`config.mk`:
```
export PLATFORM = sky130hd
export DESIGN_NAME = fwd_hazard_ctrl
export DESIGN_NICKNAME = d
export VERILOG_FILES = /design/src/rtl/fwd_hazard_ctrl.sv
export SDC_FILE = /design/constraint.sdc
export NUM_CORES = 1
export LEC_CHECK = 0
export CORE_MARGIN = 2
export CORE_UTILIZATION = 50
export CTS_CLUSTER_SIZE = 24
export DETAILED_ROUTE_END_ITERATION = 6
export DONT_BUFFER_PORTS = 1
export PLACE_DENSITY = 0.7
export SYNTH_ARGS = -nofsm -noshare
export SYNTH_HDL_FRONTEND = slang
export SYNTH_SLANG_ARGS = --single-unit
export TNS_END_PERCENT = 5
```
`constraint.sdc`:
```
create_clock -name clk -period 2.1 [get_ports clk]
set_clock_uncertainty 0.2 [all_clocks]
set_input_delay 0.525 -clock clk [delete_from_list [all_inputs] [get_ports clk]]
set_output_delay 0.525 -clock clk [all_outputs]
set_load 0.02 [all_outputs]
```
`src/rtl/fwd_hazard_ctrl.sv`:
```
// Pipeline hazard controller: tracks EX/MEM/WB destinations, detects load-use
// hazards (one-cycle stall) and registers operand-forwarding selects for EX.
module fwd_hazard_ctrl #(
    parameter int unsigned REGW = 5
) (
    input  logic            clk,
    input  logic            rst,
    input  logic            id_valid,
    input  logic [REGW-1:0] id_rs,
    input  logic [REGW-1:0] id_rt,
    input  logic [REGW-1:0] id_rd,
    input  logic            id_regdst,
    input  logic            id_regwrite,
    input  logic            id_memread,
    input  logic            flush,
    output logic            stall,
    output logic [REGW-1:0] ex_wreg,
    output logic [REGW-1:0] mem_wreg,
    output logic [REGW-1:0] wb_wreg,
    output logic            ex_we,
    output logic            mem_we,
    output logic            wb_we,
    output logic [1:0]      fwd_a,
    output logic [1:0]      fwd_b
);

    localparam logic [1:0] FWD_RF  = 2'b00;
    localparam logic [1:0] FWD_MEM = 2'b10;
    localparam logic [1:0] FWD_WB  = 2'b01;

    // ID-stage decode
    logic [REGW-1:0] id_dest;
    logic            id_we;
    logic            id_ld;
    logic            load_use;
    logic            capture;
    logic [1:0]      fwd_a_id;
    logic [1:0]      fwd_b_id;

    // Stage state
    logic [REGW-1:0] ex_wreg_q,  ex_wreg_d;
    logic            ex_we_q,    ex_we_d;
    logic            ex_ld_q,    ex_ld_d;
    logic [REGW-1:0] mem_wreg_q, mem_wreg_d;
    logic            mem_we_q,   mem_we_d;
    logic [REGW-1:0] wb_wreg_q,  wb_wreg_d;
    logic            wb_we_q,    wb_we_d;
    logic [1:0]      fwd_a_q,    fwd_a_d;
    logic [1:0]      fwd_b_q,    fwd_b_d;

    // Producer one stage ahead becomes the MEM result; two ahead the WB result.
    function automatic logic [1:0] fwd_code(
        input logic [REGW-1:0] src,
        input logic [REGW-1:0] ex_r,
        input logic            ex_w,
        input logic [REGW-1:0] mem_r,
        input logic            mem_w
    );
        logic [1:0] code;
        code = FWD_RF;
        if (src != '0) begin
            if (ex_w && (ex_r == src)) begin
                code = FWD_MEM;
            end else if (mem_w && (mem_r == src)) begin
                code = FWD_WB;
            end
        end
        return code;
    endfunction

    always_comb begin
        id_dest = id_regdst ? id_rd : id_rt;
        id_we   = id_valid & id_regwrite & (id_dest != '0);
        id_ld   = id_valid & id_memread;
    end

    // A load in EX cannot supply its data until after MEM, so the consumer waits one cycle.
    always_comb begin
        load_use = ex_ld_q & ex_we_q & id_valid &
                   ((id_rs == ex_wreg_q) | (id_rt == ex_wreg_q));
        stall    = load_use & ~flush & ~rst;
        capture  = ~load_use & ~flush;
    end

    always_comb begin
        fwd_a_id = fwd_code(id_rs, ex_wreg_q, ex_we_q, mem_wreg_q, mem_we_q);
        fwd_b_id = fwd_code(id_rt, ex_wreg_q, ex_we_q, mem_wreg_q, mem_we_q);
    end

    // Next-state: EX takes ID or a bubble; MEM and WB always advance.
    always_comb begin
        ex_wreg_d  = '0;
        ex_we_d    = 1'b0;
        ex_ld_d    = 1'b0;
        fwd_a_d    = FWD_RF;
        fwd_b_d    = FWD_RF;
        mem_wreg_d = ex_wreg_q;
        mem_we_d   = ex_we_q;
        wb_wreg_d  = mem_wreg_q;
        wb_we_d    = mem_we_q;
        if (capture) begin
            ex_wreg_d = id_dest;
            ex_we_d   = id_we;
            ex_ld_d   = id_ld;
            fwd_a_d   = fwd_a_id;
            fwd_b_d   = fwd_b_id;
        end
    end

    always_ff @(posedge clk or posedge rst) begin
        if (rst) begin
            ex_wreg_q  <= '0;
            ex_we_q    <= 1'b0;
            ex_ld_q    <= 1'b0;
            mem_wreg_q <= '0;
            mem_we_q   <= 1'b0;
            wb_wreg_q  <= '0;
            wb_we_q    <= 1'b0;
            fwd_a_q    <= FWD_RF;
            fwd_b_q    <= FWD_RF;
        end else begin
            ex_wreg_q  <= ex_wreg_d;
            ex_we_q    <= ex_we_d;
            ex_ld_q    <= ex_ld_d;
            mem_wreg_q <= mem_wreg_d;
            mem_we_q   <= mem_we_d;
            wb_wreg_q  <= wb_wreg_d;
            wb_we_q    <= wb_we_d;
            fwd_a_q    <= fwd_a_d;
            fwd_b_q    <= fwd_b_d;
        end
    end

    assign ex_wreg  = ex_wreg_q;
    assign mem_wreg = mem_wreg_q;
    assign wb_wreg  = wb_wreg_q;
    assign ex_we    = ex_we_q;
    assign mem_we   = mem_we_q;
    assign wb_we    = wb_we_q;
    assign fwd_a    = fwd_a_q;
    assign fwd_b    = fwd_b_q;

endmodule

```
# After elaboration in Yosys (flattened, before gate mapping)
# Index checks and enable logic that the tools add are counted.
dict set report classes {
  addsub 0
  mul 0
  div_mod_pow 0
  n_lt_le_gt_ge 0
  n_eq_ne 6
  n_shift 0
  muxes 12
  n_bitwise 13
  reduce_logical 7
}
# cell n
set op_table {}
lappend op_table {{5-bit == test} 6}
lappend op_table {{5-bit nonzero test} 3}
lappend op_table {{2-bit two-way mux} 6}
lappend op_table {{5-bit two-way mux} 2}
lappend op_table {{1-bit AND} 9}
lappend op_table {{1-bit logical AND} 4}
lappend op_table {{1-bit two-way mux} 4}
lappend op_table {{1-bit inverter} 3}
lappend op_table {{1-bit OR} 1}
dict set report word_totals {
  register_bits 23
  latch_bits 0
  ram_bits 0
  mem_bits_ro 0
  input_bits 22
  output_inout_bits 23
  elab_cells 47
  memories 0
}

# Logic depth before layout (Yosys ltp)
dict set report depth {
  depth_word 6
  ltp_mapped 5
  ltp_nobuf 4
}

# Worst setup path before layout
# OpenSTA, ideal clock, no wires.
dict set report synth_path {
  path_kind {input to output}
  startpoint {input id_rs[3]}
  endpoint {output stall}
  t_arrival_ns 1.457
  t_required_ns 1.375
  path_slack_ns -0.082
  stages 4
  path_buffers 0
  cell_sequence {xnor2_1 -> nand3_1 -> nor3_2 -> o21a_1}
}
dict set report synth_between {
  elab_chain_cells 5
}
# element line_no
set synth_rtl {}
lappend synth_rtl {{start: declaration} 9} ;# input logic [REGW-1:0] id_rs,
lappend synth_rtl {{5-bit == test} 80} ;# ((id_rs == ex_wreg_q) | (id_rt == ex_wreg_q));
lappend synth_rtl {{1-bit OR} 80}
lappend synth_rtl {{1-bit AND} 79} ;# load_use = ex_ld_q & ex_we_q & id_valid &
lappend synth_rtl {{1-bit AND (2 in a row)} 81} ;# stall = load_use & ~flush & ~rst;
lappend synth_rtl {{end: declaration} 16} ;# output logic stall,
# No other way between the ends.

# Worst setup path in the final report
dict set report layout_path {
  startpoint {register ex_wreg_q[0], in the netlist ex_wreg[0]}
  endpoint {output stall}
}
dict set report layout_between {
  elab_chain_cells 5
  elab_cells_between_ends 6
  cone_classes {eq/ne: 2; bitwise: 4}
}
# element line_no
set layout_rtl {}
lappend layout_rtl {{start: declaration} 41} ;# logic [REGW-1:0] ex_wreg_q, ex_wreg_d;
lappend layout_rtl {{start signal: assignment} 122} ;# ex_wreg_q <= ex_wreg_d;
lappend layout_rtl {{5-bit == test} 80}
lappend layout_rtl {{1-bit OR (*)} 80}
lappend layout_rtl {{1-bit AND (*)} 79}
lappend layout_rtl {{1-bit AND (*) (2 in a row)} 81}
# Mark *: on every way between the ends. The rest lies on a longest branch, timed or not.

==> results.sh <==
export IMPL_routed_via_density=5.69
export IMPL_maxSlewHeadroom_pct=76.2
export IMPL_area_growth_pct=17.0
export IMPL_power_leakage_nw=0.556
export IMPL_root_buffer="clkbuf_4"
export IMPL_combPwrFrac_pct=14.4
export IMPL_syn_area_per_cell_um2=12.1
export IMPL_cts_buffer_depth=2
export IMPL_cts_clk_slew_worst_paths_ns=0.12
export IMPL_synth_seq_area_share_pct=53.6
export IMPL_wl_per_cell_um=16.6
export IMPL_fin_crit_sh_pct=107
export IMPL_power_frac_clock_pct=24.1
export IMPL_vias=740
export IMPL_power_switching_uw=225
export IMPL_yosys_area_share_xor_xnor_pct=16.3
export IMPL_diodes=0
export IMPL_tightest_slew_ns=0.357
export IMPL_status="finished, violations left"
export IMPL_crit_chain="xnor2_2, nand2_2, nor3_4, o21a_2"
export IMPL_syn_inst=89
export IMPL_ys_warn_count=0
export IMPL_fill_cells=174
export IMPL_antenna_found_initial=0
export IMPL_clkSinkCount=23
export IMPL_violations="setup timing"
export IMPL_ys_types=25
export IMPL_vdd_ir_drop_max_mv=0.396
export IMPL_instances_no_fill=130
export IMPL_drtAntennaViolNets=0
export IMPL_die_area_um2=2540
export IMPL_place_ws_ns=0.0805
export IMPL_end_kind="output pin"
export IMPL_drive_gt1_share_pct=27.2
export IMPL_final_core_util_pct=62.8
export IMPL_drc=0
export IMPL_fp_dieH_um=50.4
export IMPL_p_seq_share_pct=61.5
export IMPL_internal_power_uw=597
export IMPL_place_inst=123
export IMPL_synth_top_family_by_area="simple AND/OR/NAND/NOR gates"
export IMPL_min_path_type="in2reg"
export IMPL_overflow=0
export IMPL_fmax_ghz=0.443
export IMPL_drt_iter0_markers=20
export IMPL_grt_pass1_vias=760
export IMPL_cts_tree="yes"
export IMPL_synth_adder_area_share_pct=0
export IMPL_cap_violations=0
export IMPL_rows=16
export IMPL_gp_congestion=0.788
export IMPL_die_width_um=50.4
export IMPL_postLayoutCellArea_um2=1260
export IMPL_crit_slowest_cell="dfrtp_2"
export IMPL_start_kind="register"
export IMPL_grt_max_degree=24
export IMPL_io_pins=45
export IMPL_setup_viol=1
export IMPL_cts_buffers=3
export IMPL_port_buffer_count=0
export IMPL_synth_compound_area_share_pct=3.26
export IMPL_grt_pass1_wl_um=3420
export IMPL_p_sw_share_pct=27.4
export IMPL_finalHoldViolations=0
export IMPL_synth_mux_area_share_pct=4.66
export IMPL_required_ns=1.37
export IMPL_slowest_delay_ns=0.51
export IMPL_dp_hpwl_um=1670
export IMPL_nNetsFinal=126
export IMPL_placed_area_um2=1170
export IMPL_r2r_slack_ns=0.35
export IMPL_ys_seq_elements=23
export IMPL_core_um2=2000
export IMPL_fin_tns_setup_ns=-0.156
export IMPL_initial_core_util_pct=53.7
export IMPL_period_needed_ns=2.26
export IMPL_cellPowerDensity_nw_per_um2=653
export IMPL_dr_pass1_iters=4
export IMPL_report_final_slew_viol_count=0
export IMPL_synth_area_um2=1070
export IMPL_postRouteWirelength_um=2160
export IMPL_synthesis_nets=111
export IMPL_criticalPathCategory="reg2out"
export IMPL_clkLatencyLatePin_ns=0.31
export IMPL_timing_final_ws_setup_ns=-0.156
export IMPL_synthSimpleGateAreaFrac_pct=20.5
export IMPL_arrival_ns=1.53
export IMPL_htreeDepth=1
export IMPL_critPathMaxFanout=4
export IMPL_grt_use_total_pct=18.4
export IMPL_rsz0062_at_grt="yes"
-- final timing paths --
path | cells past startpoint | endpoint | startpoint
worst max-delay path | 4 | stall | ex_wreg[0]$_DFF_PP0_
worst min-delay path | 1 | ex_wreg[0]$_DFF_PP0_ | flush
worst max register to register | 4 | fwd_a[0]$_DFF_PP0_ | mem_wreg[0]$_DFF_PP0_
worst min register to register | 0 | mem_wreg[0]$_DFF_PP0_ | ex_wreg[0]$_DFF_PP0_
max in group asynchronous | 3 | ex_wreg[0]$_DFF_PP0_ | rst
min in group asynchronous | 3 | ex_ld_q$_DFF_PP0_ | rst
-- worst max-delay path: cells and delay by family (launching register included) --
family | cells | cell delay, ns
compound gates | 1 | 0.23
xor+xnor | 1 | 0.17
flops | 1 | 0.51
simple gates | 2 | 0.31
-- layout by cell type (no fill, tap or decap) --
cell and n:
a211oi_1 1, a211oi_2 1, buf_4 11, clkbuf_4 3, clkinv_2 1, dfrtp_1 22
dfrtp_2 1, dlygate4sd3_1 1, inv_1 1, mux2i_1 5, nand2_1 3, nand2_2 1
nand2b_1 1, nand2b_4 1, nand3_1 1, nand3_2 2, nand3b_1 2, nand4_1 2
nor2_1 5, nor3_1 1, nor3_4 2, nor4_1 9, nor4b_1 2, o211ai_1 1
o21a_2 1, or4_1 1, or4_4 1, xnor2_1 13, xnor2_2 3, xor2_1 4
-- sequential cells by signal, summed over array words and instances (netlist names) --
| name | flops |
|---|---|
| wb_we | 1 |
| mem_we | 1 |
| ex_ld_q | 1 |
| wb_wreg | 5 |
| ex_we | 1 |
| ex_wreg | 5 |
| fwd_b | 2 |
| mem_wreg | 5 |
| fwd_a | 2 |
-- timing repair --
| item | CTS | global route |
|---|---|---|
| gates resized for setup | 4 | 3 |
| buffers inserted | 2 | 0 |
| endpoints found under the setup margin | 1 | 1 |
| endpoints found under the hold margin | 23 | 0 |
| pin swaps | 5 | 2 |
| hold buffers | 1 | 0 |
-- power groups by stage --
stage,Clock (mW),Sequential [mW],Combinational [mW]
after floorplan,0,0.518,0.0768
after global placement,0,0.512,0.103
after detailed placement,0,0.513,0.105
after CTS,0.208,0.504,0.115
after global routing,0.219,0.509,0.129
final,0.198,0.505,0.119
-- synth_stat cells, drive strengths merged --
cell type,count,area [um2]
dfrtp,23,576
mux2i,5,50.1
xor2,4,35.0
buf,2,15.0
nor2,5,18.8
o21a,1,7.51
inv,1,3.75
nand3b,2,15.0
nand2,4,15.0
nand2b,2,20.0
or4,2,18.8
xnor2,16,140
a211oi,2,20.0
nand3,3,15.0
nor4,9,56.3
nor3,3,31.3
nand4,2,12.5
nor4b,2,17.5
o211ai,1,7.51
-- metal layers --
layer,global-route usage [%],wire length [um],vias to the layer above
met5,0,0,-
met4,9.91,38,0
met3,4.76,224,4
met2,29.2,1040,42
met1,22.8,859,348
li1,-,-,346
-- cells by family (layout without fill, tap and decap cells) --
| kind of cell | after synthesis | after routing |
|---|---|---|
| AND/OR/NAND/NOR | 34 | 34 |
| flip-flops | 23 | 23 |
| XOR/XNOR | 20 | 20 |
| multiplexers | 5 | 5 |
| AO/OA/AOI/OAI | 4 | 4 |
| buffers and inverters | 3 | 17 |
-- final cells by class --
cell class              instances  area (um2)  share of cell area (%)
inverters                       1        3.75                   0.299
flip-flops and latches         23         577                    45.9
multi-input cells              63         523                    41.6
well taps                      27        33.8                    2.69
repair buffers                 12        92.6                    7.36
clock buffers                   3        22.5                    1.79
clock inverters                 1        5.00                   0.398
-- through the flow --
stage / hold slack [ns] / power, mW
final: 0.0646 / 0.822
after global placement: 0.267 / 0.614
after detailed placement: 0.275 / 0.617
after CTS: 0.0530 / 0.827
after global routing: 0.0477 / 0.857
after floorplan: 0.327 / 0.595
No activity file was read; power rests on OpenSTA's default activity.
